File: src/rtl/mdf_pkg.sv
// mdf_pkg: shared definitions for the mdf_mul_unit pipelined multiplier.
//   mdf_op_e    - operation encodings carried on in_op
//   mdf_clog2() - ceiling log2, used to size the adder tree and latency
package mdf_pkg;

  typedef enum logic [1:0] {
    MDF_OP_MUL    = 2'd0,  // low half, sign-agnostic
    MDF_OP_MULH   = 2'd1,  // signed x signed, high half
    MDF_OP_MULHSU = 2'd2,  // signed x unsigned, high half
    MDF_OP_MULHU  = 2'd3   // unsigned x unsigned, high half
  } mdf_op_e;

  function automatic int unsigned mdf_clog2(input int unsigned value);
    int unsigned r;
    r = 0;
    while ((64'd1 << r) < 64'(value)) begin
      r++;
    end
    return r;
  endfunction

endpackage

File: src/rtl/mdf_mul_unit_if.sv
// mdf_mul_unit_if: issue/result handshake bundle for mdf_mul_unit.
//   in_valid/in_ready  - operation offer / acceptance
//   in_op, in_a, in_b  - operation select and operands
//   in_tag             - opaque tag returned with the result
//   out_valid/out_ready- result offer / consumption
//   out_result,out_tag - selected product half and its tag
// Modports: master (issuer and result consumer), slave (the multiplier).
interface mdf_mul_unit_if #(
  parameter int unsigned WIDTH = 32,
  parameter int unsigned TAG_W = 4
) ();

  logic             in_valid;
  logic             in_ready;
  logic [1:0]       in_op;
  logic [WIDTH-1:0] in_a;
  logic [WIDTH-1:0] in_b;
  logic [TAG_W-1:0] in_tag;
  logic             out_valid;
  logic             out_ready;
  logic [WIDTH-1:0] out_result;
  logic [TAG_W-1:0] out_tag;

  modport master (
    output in_valid, in_op, in_a, in_b, in_tag, out_ready,
    input  in_ready, out_valid, out_result, out_tag
  );

  modport slave (
    input  in_valid, in_op, in_a, in_b, in_tag, out_ready,
    output in_ready, out_valid, out_result, out_tag
  );

endinterface

File: src/rtl/mdf_mul_stage.sv
// mdf_mul_stage: one registered level of the partial-product adder tree.
//   clk, RST        - clock, synchronous active-high reset
//   flush_i         - drop the held operation (valid cleared)
//   stall_i         - hold every register
//   valid_i/_o      - operation valid in / out
//   op_i/_o         - operation select carried alongside
//   tag_i/_o        - tag carried alongside
//   neg_i/_o        - final-product sign carried alongside
//   data_i          - N summands; data_o - N/2 registered pairwise sums
module mdf_mul_stage
  import mdf_pkg::*;
#(
  parameter int unsigned N     = 2,
  parameter int unsigned DW    = 64,
  parameter int unsigned TAG_W = 4
) (
  input  logic                     clk,
  input  logic                     RST,
  input  logic                     flush_i,
  input  logic                     stall_i,
  input  logic                     valid_i,
  input  mdf_op_e                  op_i,
  input  logic [TAG_W-1:0]         tag_i,
  input  logic                     neg_i,
  input  logic [N-1:0][DW-1:0]     data_i,
  output logic                     valid_o,
  output mdf_op_e                  op_o,
  output logic [TAG_W-1:0]         tag_o,
  output logic                     neg_o,
  output logic [N/2-1:0][DW-1:0]   data_o
);

  localparam int unsigned M = N / 2;

  logic [M-1:0][DW-1:0] sum_d;
  logic [M-1:0][DW-1:0] data_q;
  logic                 valid_q;
  mdf_op_e              op_q;
  logic [TAG_W-1:0]     tag_q;
  logic                 neg_q;

  always_comb begin
    sum_d = '0;
    for (int j = 0; j < int'(M); j++) begin
      sum_d[j] = data_i[2*j] + data_i[2*j+1];
    end
  end

  // Payload only loads with a valid operation so idle cycles do not toggle the tree.
  always_ff @(posedge clk) begin
    if (RST) begin
      valid_q <= 1'b0;
      op_q    <= MDF_OP_MUL;
      tag_q   <= '0;
      neg_q   <= 1'b0;
      data_q  <= '0;
    end else if (flush_i) begin
      valid_q <= 1'b0;
    end else if (!stall_i) begin
      valid_q <= valid_i;
      if (valid_i) begin
        op_q   <= op_i;
        tag_q  <= tag_i;
        neg_q  <= neg_i;
        data_q <= sum_d;
      end
    end
  end

  assign valid_o = valid_q;
  assign op_o    = op_q;
  assign tag_o   = tag_q;
  assign neg_o   = neg_q;
  assign data_o  = data_q;

endmodule

File: src/rtl/mdf_mul_unit.sv
// mdf_mul_unit: fixed-latency pipelined integer multiplier (LAT = clog2(WIDTH)+2).
//   clk    - clock
//   RST    - synchronous active-high reset
//   flush  - squash every operation in flight, refuse this cycle's offer
//   busy   - some pipeline stage holds a valid operation
//   bus    - mdf_mul_unit_if.slave issue/result handshake
// Stage 1 registers WIDTH partial products of operand magnitudes, stages
// 2..LAT-1 are mdf_mul_stage adder-tree levels, stage LAT applies the sign and
// selects the result half.
// Build option: define MDF_MUL_HIGH_EN to enable MULH/MULHSU/MULHU; without it
// in_op is ignored and every operation is an unsigned low-half MUL.
module mdf_mul_unit
  import mdf_pkg::*;
#(
  parameter int unsigned WIDTH = 32,
  parameter int unsigned TAG_W = 4
) (
  input  logic          clk,
  input  logic          RST,
  input  logic          flush,
  output logic          busy,
  mdf_mul_unit_if.slave bus
);

  localparam int unsigned LAT    = mdf_clog2(WIDTH) + 2;
  localparam int unsigned LEVELS = LAT - 2;
`ifdef MDF_MUL_HIGH_EN
  localparam int unsigned PW = 2 * WIDTH;
`else
  // Only the low half is ever returned, so the tree is truncated to WIDTH bits.
  localparam int unsigned PW = WIDTH;
`endif
  // All tree levels packed back to back: level k starts at 2*WIDTH - 2*(WIDTH>>k).
  localparam int unsigned NODES = 2 * WIDTH - 1;

  logic stall;
  logic in_ready;
  logic accept;

  logic [NODES-1:0][PW-1:0] node;
  logic [LEVELS:0]          lvl_valid;
  mdf_op_e                  lvl_op  [LEVELS+1];
  logic [TAG_W-1:0]         lvl_tag [LEVELS+1];
  logic [LEVELS:0]          lvl_neg;

  logic             out_valid_q;
  logic [WIDTH-1:0] out_result_q;
  logic [TAG_W-1:0] out_tag_q;

  assign stall    = out_valid_q && !bus.out_ready;
  assign in_ready = !stall && !flush && !RST;
  assign accept   = bus.in_valid && in_ready;

  // ---------------------------------------------------------------------------
  // Stage 1: operand magnitudes and partial products
  // ---------------------------------------------------------------------------
  mdf_op_e          op_in;
  logic [WIDTH-1:0] a_mag;
  logic [WIDTH-1:0] b_mag;
  logic             neg_d;

`ifdef MDF_MUL_HIGH_EN
  logic a_neg;
  logic b_neg;

  always_comb begin
    op_in = mdf_op_e'(bus.in_op);
    a_neg = (op_in == MDF_OP_MULH || op_in == MDF_OP_MULHSU) && bus.in_a[WIDTH-1];
    b_neg = (op_in == MDF_OP_MULH) && bus.in_b[WIDTH-1];
    // Magnitude of the most-negative value wraps to itself, which is correct unsigned.
    a_mag = a_neg ? -bus.in_a : bus.in_a;
    b_mag = b_neg ? -bus.in_b : bus.in_b;
    neg_d = a_neg ^ b_neg;
  end
`else
  always_comb begin
    op_in = MDF_OP_MUL;
    a_mag = bus.in_a;
    b_mag = bus.in_b;
    neg_d = 1'b0;
  end
`endif

  logic [WIDTH-1:0][PW-1:0] pp_d;
  logic [WIDTH-1:0][PW-1:0] pp_q;
  logic                     s1_valid_q;
  mdf_op_e                  s1_op_q;
  logic [TAG_W-1:0]         s1_tag_q;
  logic                     s1_neg_q;

  always_comb begin
    pp_d = '0;
    for (int i = 0; i < int'(WIDTH); i++) begin
      pp_d[i] = b_mag[i] ? (PW'(a_mag) << i) : '0;
    end
  end

  always_ff @(posedge clk) begin
    if (RST) begin
      s1_valid_q <= 1'b0;
      s1_op_q    <= MDF_OP_MUL;
      s1_tag_q   <= '0;
      s1_neg_q   <= 1'b0;
      pp_q       <= '0;
    end else if (flush) begin
      s1_valid_q <= 1'b0;
    end else if (!stall) begin
      s1_valid_q <= accept;
      if (accept) begin
        s1_op_q  <= op_in;
        s1_tag_q <= bus.in_tag;
        s1_neg_q <= neg_d;
        pp_q     <= pp_d;
      end
    end
  end

  assign node[WIDTH-1:0] = pp_q;
  assign lvl_valid[0]    = s1_valid_q;
  assign lvl_op[0]       = s1_op_q;
  assign lvl_tag[0]      = s1_tag_q;
  assign lvl_neg[0]      = s1_neg_q;

  // ---------------------------------------------------------------------------
  // Stages 2..LAT-1: adder tree, one level per stage
  // ---------------------------------------------------------------------------
  for (genvar k = 1; k <= int'(LEVELS); k++) begin : g_lvl
    localparam int unsigned NIN   = WIDTH >> (k - 1);
    localparam int unsigned OFF_I = 2 * WIDTH - 2 * NIN;
    localparam int unsigned OFF_O = 2 * WIDTH - NIN;

    mdf_mul_stage #(
      .N     (NIN),
      .DW    (PW),
      .TAG_W (TAG_W)
    ) u_stage (
      .clk     (clk),
      .RST     (RST),
      .flush_i (flush),
      .stall_i (stall),
      .valid_i (lvl_valid[k-1]),
      .op_i    (lvl_op[k-1]),
      .tag_i   (lvl_tag[k-1]),
      .neg_i   (lvl_neg[k-1]),
      .data_i  (node[OFF_I +: NIN]),
      .valid_o (lvl_valid[k]),
      .op_o    (lvl_op[k]),
      .tag_o   (lvl_tag[k]),
      .neg_o   (lvl_neg[k]),
      .data_o  (node[OFF_O +: NIN/2])
    );
  end

  // ---------------------------------------------------------------------------
  // Stage LAT: sign fix-up, half select, result register
  // ---------------------------------------------------------------------------
  logic [PW-1:0]    sum_f;
  logic [WIDTH-1:0] res_d;

  assign sum_f = node[NODES-1];

`ifdef MDF_MUL_HIGH_EN
  logic [PW-1:0] prod_fix;

  always_comb begin
    prod_fix = lvl_neg[LEVELS] ? -sum_f : sum_f;
    res_d    = (lvl_op[LEVELS] == MDF_OP_MUL) ? prod_fix[WIDTH-1:0] : prod_fix[PW-1:WIDTH];
  end
`else
  assign res_d = sum_f;

  // Op and sign travel the pipeline but are constant in this build.
  logic unused_hi;
  assign unused_hi = ^{bus.in_op, lvl_op[LEVELS], lvl_neg[LEVELS]};
`endif

  // Result and tag only load with a new valid so they stay put while out_valid is low.
  always_ff @(posedge clk) begin
    if (RST) begin
      out_valid_q  <= 1'b0;
      out_result_q <= '0;
      out_tag_q    <= '0;
    end else if (flush) begin
      out_valid_q <= 1'b0;
    end else if (!stall) begin
      out_valid_q <= lvl_valid[LEVELS];
      if (lvl_valid[LEVELS]) begin
        out_result_q <= res_d;
        out_tag_q    <= lvl_tag[LEVELS];
      end
    end
  end

  assign busy           = (|lvl_valid) | out_valid_q;
  assign bus.in_ready   = in_ready;
  assign bus.out_valid  = out_valid_q;
  assign bus.out_result = out_result_q;
  assign bus.out_tag    = out_tag_q;

endmodule

File: src/flat_wrapper.sv
// flat-port wrapper written by rule: the top's interface ports become plain ports
module mdf_mul_unit_flat import mdf_pkg::*;
#(
  parameter int unsigned WIDTH = 32,
  parameter int unsigned TAG_W = 4
)
  (clk, RST, flush, busy, bus_in_valid, bus_in_op, bus_in_a, bus_in_b, bus_in_tag, bus_out_ready, bus_in_ready, bus_out_valid, bus_out_result, bus_out_tag);
  mdf_mul_unit_if #(.WIDTH(WIDTH), .TAG_W(TAG_W)) bus_i ();
  input  logic clk;
  input  logic RST;
  input  logic flush;
  output logic busy;
  input wire logic [$bits(bus_i.in_valid)-1:0] bus_in_valid;
  input wire logic [$bits(bus_i.in_op)-1:0] bus_in_op;
  input wire logic [$bits(bus_i.in_a)-1:0] bus_in_a;
  input wire logic [$bits(bus_i.in_b)-1:0] bus_in_b;
  input wire logic [$bits(bus_i.in_tag)-1:0] bus_in_tag;
  input wire logic [$bits(bus_i.out_ready)-1:0] bus_out_ready;
  output wire logic [$bits(bus_i.in_ready)-1:0] bus_in_ready;
  output wire logic [$bits(bus_i.out_valid)-1:0] bus_out_valid;
  output wire logic [$bits(bus_i.out_result)-1:0] bus_out_result;
  output wire logic [$bits(bus_i.out_tag)-1:0] bus_out_tag;
  assign bus_i.in_valid = bus_in_valid;
  assign bus_i.in_op = bus_in_op;
  assign bus_i.in_a = bus_in_a;
  assign bus_i.in_b = bus_in_b;
  assign bus_i.in_tag = bus_in_tag;
  assign bus_i.out_ready = bus_out_ready;
  assign bus_in_ready = bus_i.in_ready;
  assign bus_out_valid = bus_i.out_valid;
  assign bus_out_result = bus_i.out_result;
  assign bus_out_tag = bus_i.out_tag;
  mdf_mul_unit #(.WIDTH(WIDTH), .TAG_W(TAG_W)) u_core (.clk(clk), .RST(RST), .flush(flush), .busy(busy), .bus(bus_i));
endmodule
File: config.mk
export PLATFORM = sky130hd
export DESIGN_NAME = mdf_mul_unit_flat
export DESIGN_NICKNAME = d
export VERILOG_FILES = /design/src/rtl/mdf_pkg.sv /design/src/rtl/mdf_mul_unit_if.sv /design/src/rtl/mdf_mul_stage.sv /design/src/rtl/mdf_mul_unit.sv /design/src/flat_wrapper.sv
export SDC_FILE = /design/constraint.sdc
export NUM_CORES = 2
export LEC_CHECK = 0
export BUFFER_PORTS_ARGS = -buffer_cell sky130_fd_sc_hd__buf_4
export CELL_PAD_IN_SITES_DETAIL_PLACEMENT = 2
export CELL_PAD_IN_SITES_GLOBAL_PLACEMENT = 2
export CORE_MARGIN = 5
export CORE_UTILIZATION = 29
export CTS_BUF_LIST = sky130_fd_sc_hd__clkbuf_4 sky130_fd_sc_hd__clkbuf_8 sky130_fd_sc_hd__clkbuf_16
export DETAILED_ROUTE_END_ITERATION = 16
export PLACE_DENSITY_LB_ADDON = 0.3
export SLEW_MARGIN = 10
export SYNTH_ARGS = -nofsm -noshare
export SYNTH_HDL_FRONTEND = slang
export SYNTH_SLANG_ARGS = --single-unit
File: constraint.sdc
create_clock -name clk -period 3.6 [get_ports clk]
set_clock_uncertainty 0.05 [all_clocks]
set_input_delay 0.18 -clock clk [delete_from_list [all_inputs] [get_ports clk]]
set_output_delay 0.18 -clock clk [all_outputs]
set_load 0.02 [all_outputs]
After elaboration in Yosys (flattened, before gate mapping)
Cells that the tools add are included.

word-level totals
  input bits = 75
  bits in registers = 2,083
  logic and storage cells = 161
  output and inout port bits = 39

operators by class
  reductions and logical operators = 17
  bitwise gates (word level) = 3
  multiplexer cells = 32
  $add $sub $neg = 31

operators with widths
  cell                 number
  two-way mux 32 bit   32
  adder 32 bit         31
  AND reduction 3 bit  7
  OR reduction 6 bit   1
  logical AND 1 bit    4
  logical NOT 1 bit    4
  inverter 1 bit       2
  OR reduction 2 bit   1
  bitwise OR 1 bit     1

Logic depth before layout (Yosys ltp)
  depth in word-level cells = 7
  mapped depth = 12
  gate-level depth less buffers = 12

Hierarchy
A second synthesis with hierarchy kept.

second synthesis, totals
  cell total of the unflattened synthesis = 13,199
  area, all modules = 106,362.0 µm²

by module, submodules not included
  module                                    cells each  instances  area each (µm²)  seq. area each (µm²)
  mdf_mul_stage at u_core.g_lvl[1].u_stage  5,295       1          40,924.2         10,410.0
  mdf_mul_unit                              2,521       1          24,344.6         11,410.9
  mdf_mul_stage at u_core.g_lvl[2].u_stage  2,834       1          21,486.9         5,285.1
  mdf_mul_stage at u_core.g_lvl[3].u_stage  1,392       1          10,765.3         2,722.6
  mdf_mul_stage at u_core.g_lvl[4].u_stage  777         1          5,920.7          1,441.4
  mdf_mul_stage at u_core.g_lvl[5].u_stage  380         1          2,920.3          800.8

Worst setup path before layout
No wires, ideal clock.

  path type = register -> register
  start = register u_core.pp_q (netlist bit u_core.node[199])
  end = register u_core.g_lvl[1].u_stage.data_q (netlist bit u_core.g_lvl[1].u_stage.data_o[127])
  slack = 0.804 ns
  period minus slack after synthesis = 2.796 ns
  required time = 3.417 ns
  buffers on the path = 0
  setup time = 0.133 ns
  data arrival time = 2.613 ns
  stages on the path, launching flop included = 12
  path through = dfxtp_1 > ha_1 > fa_1 > a211oi_1 > o21ai_0 > a31oi_1 > a21oi_1 > a211oi_2 > o21ai_1 > a311oi_1 > xnor2_1 > a21oi_1

between the ends
  longest elaborated chain between the ends = 1

RTL lines
  what                    RTL line             source
  from (decl)             mdf_mul_unit.sv:85   logic [WIDTH-1:0][PW-1:0] pp_q;
  from (signal assigned)  mdf_mul_unit.sv:113  pp_q <= pp_d;
  adder 32 bit            mdf_mul_stage.sv:45  sum_d[j] = data_i[2*j] + data_i[2*j+1];
  to (signal assigned)    mdf_mul_stage.sv:65  data_q <= sum_d;
  to (decl)               mdf_mul_stage.sv:36  logic [M-1:0][DW-1:0] data_q;

No other way between the ends.
A chain may end at the register's enable or synchronous reset.

Final worst setup path
  start = register u_core.pp_q (netlist bit u_core.node[1])
  end = register u_core.g_lvl[1].u_stage.data_q (netlist bit u_core.g_lvl[1].u_stage.data_o[31])

The elaborated chain is that of the path after synthesis.

==> qor.csv <==
metric,value,unit
status,completed,
worstPathRequired,4.23,ns
ir_drop,0.483,mV
synth_edf_count,0,
cp-end-kind,flip-flop,
top_usage_layer,met2,
firstDrtPassIters,5,
core,209000,sq um
wirelength,225000,microns
rsz0062_at_grt,no,
use_met1,25.9,%
hold_slack,0.208,ns
synth_cell_types,81,
drtIter0Drc,2480,
period_needed,3.41,ns
ant_nets,0,
holdPathStages,4,
die_y,468,microns
drc,0,
slew_violations,0,
async_reset_ff_share,0,%
gp_congestion,0.833,
hpwl,155000,microns
final.setup.tns,0,ns
synthCells,7719,
slew_headroom,21.4,%
start_util,29.1,%
p_leak,27.3,nW
worstMarginPinSlew,1.18,ns
hold_path_startpoint,bus_in_a[30],
worstRegToRegCells,12,
cts_root_buf,clkbuf_16,
layout.nets,8236,
fin_crit_sh,94.9,%
dp_cells,10232,
critPathKind,flip-flop to flip-flop,
whs_endpoint,u_core.node[30],
cp_max_fo,5,
clkTransAtPathRegs,0.06,ns
grt_overflow_total,0,
startpoint_type,flip-flop,
insertion_delay,0.81,ns
synth-main-ff-cell,dfxtp_1,
ioPinCount,114,
syn_nets,8287,
hold_viol_final,0,
dieArea,219000,sq um
cts_inserted_buffers,149,
post_drt_wl_per_cell,21.3,microns
r2r-start,u_core.node[1],
final_layout_size_suffix_gt1_share,6.96,%
p_per_area,433,nW/um^2
use_met3,2.31,%
cts_tree,built,
postSynthAreaPerCell,7.87,sq um
r2r_end,u_core.g_lvl[1].u_stage.data_o[31],
worstPathArrival,4.05,ns
grtUsageMet2,34.8,%
drv_cap,0,
antenna_found_initial,7,
ys.warnings.count,0,
htreeDepth,4,
grt_max_degree,213,
layoutNonFillerInstCount,10592,
setup_violations,0,
cts_sinks,1171,
netlist_area,60700,sq um
post_drt_via_cell_ratio,5.25,
die_w,468,microns
hold_class,primary input to flip-flop,
track_usage,20.1,%
max_freq,0.293,GHz
rows,168,
clockBufferDepth,3,
yosysSeqAreaShare,38.6,%
rrSetupSlack,0.19,ns
fillCellCount,23813,
ys_seq_elements,1171,
vias,55594,
area_growth,15.9,%
grt_pass1_vias,59665,
io_buffers,111,
grt_pass1_wl,349000,microns
-- through the flow --
stage	cell area, sq um	setup slack, ns	util (%)	total power, mW
3_3_place_gp	64400	0.244	30.8	15.1
6_report	70400	0.185	33.7	30.4
5_1_grt	70400	0.0330	33.7	31.5
4_1_cts	70400	0.0869	33.7	30.9
3_5_place_dp	64400	0.133	30.8	15.1
2_1_floorplan	60700	0.804	-	14.4
-- Yosys cell counts (all sizes together) (36+ instances only) --
library cell | count | area share, %
xor2 | 102 | 1.5
o21ai | 269 | 2.2
o21bai | 60 | 0.74
nor2b | 45 | 0.46
o21a | 43 | 0.53
xnor2 | 268 | 3.9
nor3 | 106 | 0.88
clkbuf | 479 | 3.0
a211oi | 97 | 1.2
a21oi | 1292 | 11
or3 | 36 | 0.37
ha | 464 | 9.6
and3 | 48 | 0.49
dfxtp | 1171 | 39
a31oi | 59 | 0.61
nand2b | 42 | 0.43
nand2 | 1571 | 9.7
nor2 | 262 | 1.6
a21o | 163 | 2.0
inv | 143 | 0.88
nand3 | 614 | 5.1
-- cell type report --
cell class,count,area (sq um),share of cell area [%]
antenna,2,5.00,0.00711
clock buffer,226,4600,6.54
clock inverter,42,479,0.681
inverter,143,537,0.763
multi-input combinational,5906,35000,49.7
sequential,1171,23400,33.3
tap,2805,3510,4.99
timing repair buffer,297,2850,4.05
-- cells in the final DEF (no fill, tap or decap), types with 13 or more instances in the layout --
cell,n
nand3_1,614
buf_4,175
a211o_1,13
or2_2,14
o21ai_0,257
buf_12,31
ha_1,464
or3_1,35
o21bai_1,60
clkinv_2,21
clkbuf_16,153
and2_1,25
nor2b_1,45
a31oi_1,57
xnor2_1,268
and3_1,47
nand2b_1,42
nand4_1,27
clkbuf_8,36
a21o_1,163
inv_1,142
nand3b_1,18
dlygate4sd3_1,90
nor2_1,260
a211oi_1,94
a21oi_1,1292
clkbuf_4,37
dfxtp_1,1171
o211ai_1,21
nand2_1,1565
nor4b_1,14
fa_1,29
xor2_1,102
nor3_1,105
o21a_1,43
o31ai_1,16
-- layer usage --
metal | vias to the layer above | routed length (microns) | share of wire, %
met5 | - | 0 | 0
met3 | 285 | 5680 | 2.5
li1 | 26787 | - | -
met2 | 603 | 108000 | 48
met4 | 0 | 7150 | 3.2
met1 | 27919 | 105000 | 46
-- flip-flops by register name (all words and copies together) (netlist names) --
signal / count
u_core.node: 528
u_core.s1_tag_q: 4
u_core.g_lvl.u_stage.tag_o: 20
u_core.bus.out_result: 32
u_core.g_lvl.u_stage.data_o: 576
u_core.s1_valid_q: 1
u_core.g_lvl.u_stage.valid_o: 5
u_core.bus.out_valid: 1
u_core.bus.out_tag: 4
-- power breakdown --
part,internal (mW),switching [mW]
clock,9.33,6.21
sequential,13.1,0.0961
combinational,0.460,1.24
total,22.9,7.55
-- worst max path at each step --
| stage | start | to | slack [ns] | cells after the start |
|---|---|---|---|---|
| after detailed placement | u_core.node[1] | u_core.g_lvl[1].u_stage.data_o[31] | 0.13 | 12 |
| after global placement | u_core.node[1] | u_core.g_lvl[1].u_stage.data_o[31] | 0.24 | 12 |
| after floorplan | u_core.node[199] | u_core.g_lvl[1].u_stage.data_o[127] | 0.80 | 11 |
| after global routing | u_core.node[1] | u_core.g_lvl[1].u_stage.data_o[31] | 0.03 | 12 |
| final | u_core.node[1] | u_core.g_lvl[1].u_stage.data_o[31] | 0.19 | 12 |
| after CTS | u_core.node[1] | u_core.g_lvl[1].u_stage.data_o[31] | 0.09 | 12 |
-- timing repair --
action / in CTS / in global routing
endpoints found under the setup margin: 0 / 4
endpoints found under the hold margin: 562 / 0
gates resized for setup: 0 / 3
buffers inserted: 0 / 0
hold buffers: 90 / 0
-- critical path: stages, from the launching register on --
cell	delay, ns
dfxtp_1	0.32
ha_1	0.23
fa_1	0.43
a211oi_1	0.39
o21ai_1	0.23
a311oi_1	0.31
o21a_1	0.22
o31ai_1	0.09
buf_4	0.20
a31oi_2	0.31
o21ai_1	0.14
mux2i_1	0.14
a32o_1	0.24
-- kinds of logic (layout without fill, tap and decap cells) --
| logic type | after synthesis | after routing | share of synthesized area (%) |
|---|---|---|---|
| AND/OR/NAND/NOR | 2861 | 2861 | 20.6 |
| AO/OA/AOI/OAI | 2170 | 2170 | 20.8 |
| flip-flops | 1171 | 1171 | 38.6 |
| buffers and inverters | 642 | 708 | 3.98 |
| adder cells (fa/ha/maj) | 493 | 493 | 10.5 |
| XOR/XNOR | 370 | 370 | 5.34 |
| multiplexers | 12 | 12 | 0.198 |
| other | 0 | 2 | 0 |
No activity file was read; power rests on OpenSTA's default activity.
